--- src/rtl/serial_adder_pkg.sv ---
// Shared types for the chunked serial adder/subtractor.
// Imported by the top level for its FSM state encoding.
package serial_adder_pkg;

   typedef enum logic [1:0] {
      IDLE,
      BUSY,
      DONE
   } sa_state_t;

endpackage

--- src/rtl/chunk_adder.sv ---
// CHUNK-bit ripple adder built from full_adder cells.
// Exposes the carry into the top cell for signed overflow.
module chunk_adder #(
   parameter int CHUNK = 8
) (
   input  logic [CHUNK-1:0] a,
   input  logic [CHUNK-1:0] b,
   input  logic             c_in,
   output logic [CHUNK-1:0] sum,
   output logic             c_out,
   output logic             c_msb
);

   logic [CHUNK:0] c;

   assign c[0] = c_in;

   for (genvar gi = 0; gi < CHUNK; gi++) begin : g_fa
      full_adder u_fa (
         .a     (a[gi]),
         .b     (b[gi]),
         .c_in  (c[gi]),
         .sum   (sum[gi]),
         .c_out (c[gi+1])
      );
   end

   assign c_out = c[CHUNK];
   assign c_msb = c[CHUNK-1];

endmodule

--- src/rtl/full_adder.sv ---
// One-bit full adder cell.
// Building block of the chunk ripple chain.
module full_adder (
   input  logic a,
   input  logic b,
   input  logic c_in,
   output logic sum,
   output logic c_out
);

   assign sum   = a ^ b ^ c_in;
   assign c_out = (a & b) | (c_in & (a ^ b));

endmodule

--- src/rtl/serial_adder.sv ---
// Multi-cycle adder/subtractor, CHUNK bits per clock.
// Operands shift right through the chunk adder; results fill from the MSB end.
module serial_adder
   import serial_adder_pkg::*;
#(
   parameter int WIDTH = 32,
   parameter int CHUNK = 8
) (
   input  logic             clk,
   input  logic             rst,
   input  logic             start,
   input  logic             op_sub,
   input  logic [WIDTH-1:0] a,
   input  logic [WIDTH-1:0] b,
   input  logic             c_in,
   output logic             ready,
   output logic             valid,
   output logic [WIDTH-1:0] sum,
   output logic             c_out,
   output logic             overflow
);

   localparam int N_CYC = WIDTH / CHUNK;
   localparam int CW    = (N_CYC > 1) ? $clog2(N_CYC) : 1;

   if (CHUNK < 1 || CHUNK > WIDTH || (WIDTH % CHUNK) != 0) begin : g_bad_cfg
      $error("serial_adder: WIDTH must be a multiple of CHUNK");
   end

   sa_state_t        state_q, state_d;
   logic [WIDTH-1:0] a_q, a_d;
   logic [WIDTH-1:0] b_q, b_d;
   logic [WIDTH-1:0] r_q, r_d;
   logic             cy_q, cy_d;
   logic [CW-1:0]    cnt_q, cnt_d;
   logic [WIDTH-1:0] sum_q, sum_d;
   logic             co_q, co_d;
   logic             ov_q, ov_d;

   logic [CHUNK-1:0] ch_sum;
   logic             ch_co;
   logic             ch_msb;
   logic [WIDTH-1:0] r_nxt;
   logic             last;

   chunk_adder #(.CHUNK(CHUNK)) u_chunk (
      .a     (a_q[CHUNK-1:0]),
      .b     (b_q[CHUNK-1:0]),
      .c_in  (cy_q),
      .sum   (ch_sum),
      .c_out (ch_co),
      .c_msb (ch_msb)
   );

   // New chunk enters at the MSB end; oldest bits drop off the bottom.
   assign r_nxt = WIDTH'({ch_sum, r_q} >> CHUNK);
   assign last  = (cnt_q == CW'(N_CYC - 1));

   // Next-state and datapath loads for the IDLE/BUSY/DONE sequence.
   always_comb begin
      state_d = state_q;
      a_d     = a_q;
      b_d     = b_q;
      r_d     = r_q;
      cy_d    = cy_q;
      cnt_d   = cnt_q;
      sum_d   = sum_q;
      co_d    = co_q;
      ov_d    = ov_q;
      unique case (state_q)
         IDLE: begin
            if (start) begin
               a_d     = a;
               b_d     = op_sub ? ~b : b;
               cy_d    = op_sub ? 1'b1 : c_in;
               cnt_d   = '0;
               state_d = BUSY;
            end
         end
         BUSY: begin
            a_d   = a_q >> CHUNK;
            b_d   = b_q >> CHUNK;
            r_d   = r_nxt;
            cy_d  = ch_co;
            cnt_d = cnt_q + CW'(1);
            if (last) begin
               sum_d   = r_nxt;
               co_d    = ch_co;
               ov_d    = ch_msb ^ ch_co;
               state_d = DONE;
            end
         end
         DONE: state_d = IDLE;
         default: state_d = IDLE;
      endcase
   end

   // State and datapath registers; reset aborts any operation in flight.
   always_ff @(posedge clk or posedge rst) begin
      if (rst) begin
         state_q <= IDLE;
         a_q     <= '0;
         b_q     <= '0;
         r_q     <= '0;
         cy_q    <= 1'b0;
         cnt_q   <= '0;
         sum_q   <= '0;
         co_q    <= 1'b0;
         ov_q    <= 1'b0;
      end else begin
         state_q <= state_d;
         a_q     <= a_d;
         b_q     <= b_d;
         r_q     <= r_d;
         cy_q    <= cy_d;
         cnt_q   <= cnt_d;
         sum_q   <= sum_d;
         co_q    <= co_d;
         ov_q    <= ov_d;
      end
   end

   assign ready    = (state_q == IDLE);
   assign valid    = (state_q == DONE);
   assign sum      = sum_q;
   assign c_out    = co_q;
   assign overflow = ov_q;

endmodule

--- config.mk ---
export PLATFORM = sky130hd
export DESIGN_NAME = serial_adder
export DESIGN_NICKNAME = d
export VERILOG_FILES = /design/src/rtl/serial_adder_pkg.sv /design/src/rtl/chunk_adder.sv /design/src/rtl/full_adder.sv /design/src/rtl/serial_adder.sv
export SDC_FILE = /design/constraint.sdc
export NUM_CORES = 1
export LEC_CHECK = 0
export ABC_CLOCK_PERIOD_IN_PS = 5600
export CAP_MARGIN = 20
export CELL_PAD_IN_SITES_DETAIL_PLACEMENT = 0
export CELL_PAD_IN_SITES_GLOBAL_PLACEMENT = 1
export CORE_MARGIN = 4
export CORE_UTILIZATION = 25
export DETAILED_ROUTE_END_ITERATION = 12
export PLACE_DENSITY_LB_ADDON = 0.1
export SLEW_MARGIN = 30
export SYNTH_ARGS = -nofsm -noshare
export SYNTH_HDL_FRONTEND = slang
export SYNTH_SLANG_ARGS = --single-unit
--- constraint.sdc ---
create_clock -name clk -period 5.6 [get_ports clk]
set_input_delay 0.56 -clock clk [delete_from_list [all_inputs] [get_ports clk]]
set_output_delay 0.56 -clock clk [all_outputs]
set_load 0.03 [all_outputs]
==> results by group <==
Status
  • Status: finished clean

CTS
  • Clock Path Buffers: 2
  • Hold_buf cts: 0
  • # H-tree levels: 4
  • Clock-pin slew on the worst setup and hold paths: 60 ps
  • Post-CTS Resized: 0
  • Post-CTS setup buffer count: 0
  • CTS tree: done
  • Num CTS Buffers: 17
  • Root Buffer: clkbuf_16
  • Clk Latency, worst-skew pair: 410 ps
  • CTS Sinks: 127

Floorplan
  • Die X: around 160 µm
  • Row count: between 50 and 60
  • Top Ports: around 110
  • Core region area: around 22000 µm²
  • Die Ht: 157.7 µm
  • Initial core utilization: 0.2550
  • Die area: about 25000 µm²

Routing
  • Routed vias/inst: 4.447
  • Highest metal used: met5
  • DRT Pass-1 Iters: 6
  • Post-Route WL: roughly 13000 µm
  • WL per Instance: between 15 and 20 µm
  • Met3 wire len: 607 µm
  • Met2 wire length: 6403 µm
  • Initial DRC Count: 231
  • Via count: between 3000 and 4000
  • Met1 wire length: 6313 µm
  • Residual DRC: 0
  • Remaining antenna violation count: 0

Power
  • Switching Share: 0.3507
  • PD cells: 587.9 nW/µm²
  • NetSw: 1.554 mW
  • Cell Int Power: 2.878 mW
  • Clock Power Share: 0.261
  • Overall power: 4.432 mW
  • Pleak: ~3.5 nW
  • VDD IR max: 0.1811 mV
  • Combinational share of power: 0.389
  • Sequential Power Share: 0.350

Placed design
  • GPL Wtd Cong: 0.6842
  • Placed Area: 6920 µm²
  • Worst slack at placement: 1316 ps
  • Detail Placement HPWL: 9034 µm
  • IO buf count: about 100

Critical path
  • Critical Path AT: roughly 4600 ps
  • Slack of the worst reg-to-reg path: around 1400 ps
  • Worst-path cell chain: inv_1 > fa_1 > inv_1 > fa_1 > fa_1 > fa_1 > fa_1 > fa_1 > fa_1 > inv_1 > fa_1 > o21ai_0
  • CP max FO: 2
  • Worst Reg-to-Reg Cells: 12
  • Worst setup path class: flop to flop
  • Required @ worst endpoint: 5920 ps
  • RR Endpoint: sum[31]
  • Slowest library cell on the worst path: fa_1
  • Most used cell, CP: fa_1
  • Worst Setup End Kind: flop
  • FF-to-FF Start: cy_q
  • Buf/Inv on CP: 3
  • CP startpoint kind: flop
  • Largest delay share family, worst path: adder cells
  • CP peak stage delay: 470 ps

Global routing
  • Total Routing Usage GR: 0.1135
  • Pin count of the biggest net entering global routing: 76
  • First-pass GRT wire length: 21760 µm
  • Vias in the first global route: 3869
  • Initial antenna violation count: 1
  • Congestion Overflow GR: 0

STA
  • FMAX: around 240 MHz
  • Final Critical Period: 4234 ps
  • Rel. slew slack: 0.4100
  • Worst Skew: roughly 7.5 ps
  • Final WS setup: around 1400 ps
  • Least-Margin Pin Slew: about 890 ps
  • Slew Viols, Final: 0
  • RSZ-0062 raised after global routing: no
  • Final Hold Fails: 0
  • Fin crit share: 0.7561
  • Setup violators final: 0
  • Fin Setup TNS: 0 ps

Synthesis
  • Post-Synthesis Cells: 449
  • Fraction of registers with async set/reset: 1.000
  • Synth Flop Type: dfrtp_1
  • Seq/Total Area, Yosys: 0.5676
  • Yosys warns: 0
  • Synth Cell Area: 5599 µm²
  • Avg Cell Area, Syn: 12.47 µm²
  • Number of enable flip-flop cells after synthesis: 0
  • Synth Register Bits: 127
  • Synth cell types: 27
  • Mapped Nets: 527

Hold path
  • Hold Path Sink: a_q[15]
  • Hold Path Class: flop to flop
  • Hold Path Stages: 2
  • Min-Delay Startpoint: a_q[15]

Finish
  • Layout cells sized above 1: 0.1741
  • Layout net count: 623
  • Most frequent cells in the layout: 126 x dfrtp_1, 103 x clkdlybuf4s50_1, 52 x mux2_2
  • Area Overhead vs Synth: 34.64%
  • Fin area: 7538 µm²
  • Filler cells: ~2200
  • Post-layout util: 0.3433
  • Antenna Cells: 0
  • Commonest non-fill, non-tap cell in the layout: dfrtp_1

Run
  • Max-cap violations: 0
[worst max-delay path by stage]
stage	start	to	slack (ps)	cells after the start
6_report	cy_q	sum[31]	1370	12
5_1_grt	cy_q	sum[31]	1130	12
4_1_cts	cy_q	sum[31]	1300	12
3_5_place_dp	cy_q	sum[31]	1320	12
3_3_place_gp	cy_q	sum[31]	1390	12
2_1_floorplan	cy_q	sum[31]	1550	12
[registers in the layout, summed over array words and instances, names as in the netlist]
name      cells
cy_q          1
sum          32
b_q          32
overflow      1
a_q          32
state_q       2
c_out         1
r_q          24
cnt_q         2
[tightest hold or removal path, delay by kind of cell (launching register included)]
family	cells	cell delay (ps)
flip-flops	1	340
AO/OA/AOI/OAI	1	60
AND/OR/NAND/NOR	1	50
[cells by family (layout without fill, tap and decap cells)]
| group | Yosys count | after routing | synth area share |
|---|---|---|---|
| AO/OA/AOI/OAI | 99 | 99 | 0.1245 |
| XOR/XNOR | 33 | 33 | 0.05162 |
| adder cells (fa/ha/maj) | 9 | 9 | 0.03084 |
| buffers and inverters | 68 | 176 | 0.05363 |
| flip-flops | 127 | 127 | 0.5676 |
| multiplexers | 53 | 53 | 0.1066 |
| AND/OR/NAND/NOR | 60 | 60 | 0.06525 |
[through the flow]
stage | hold slack, ps | cells
floorplan | 450.1 | 449
global placement | 465.4 | 805
detailed placement | 470.8 | 806
CTS | 483.9 | 837
global route | 499.7 | 837
finish | 481.0 | 837
[metal layers]
layer / GRT usage / vias to the layer above
met3: 0.02898 / 13
met1: 0.1569 / 1818
li1: - / 1793
met2: 0.1735 / 96
met5: 0 / -
met4: 0.03933 / 2
[power by group through the flow]
stage	clock, mW	sequential, mW	combinational [mW]
2_1_floorplan	0	1.73	0.976
3_3_place_gp	0	1.56	1.71
3_5_place_dp	0	1.58	1.76
5_1_grt	1.23	1.61	1.90
6_report	1.16	1.55	1.72
4_1_cts	1.19	1.56	1.77
[final cells by class]
| cell class | count | area, µm² | share of cell area |
|---|---|---|---|
| sequential | 127 | 3179 | 0.4217 |
| clock inverter | 13 | 188.9 | 0.02506 |
| tap | 280 | 350.3 | 0.04647 |
| clock buffer | 18 | 429.2 | 0.05693 |
| timing repair buffer | 113 | 1124 | 0.1490 |
| multi-input combinational | 254 | 2142 | 0.2841 |
| inverter | 32 | 125.1 | 0.01660 |
[Yosys cell counts, drive strengths merged (2+ instances only)]
cell type  instances  share of area
xor2              33          0.052
a21oi             26          0.023
mux2              53           0.11
a22oi              2         0.0027
fa                 8          0.029
buf               24          0.024
a222oi            23          0.041
o21ai             26          0.023
o22ai              2         0.0022
and3b             23          0.036
inv               32          0.021
a22o              17          0.027
clkbuf            12         0.0080
nand2             26          0.017
nor2b              3         0.0034
nor2               5         0.0034
dfrtp            127           0.57
(Power assumes the default switching activity.)
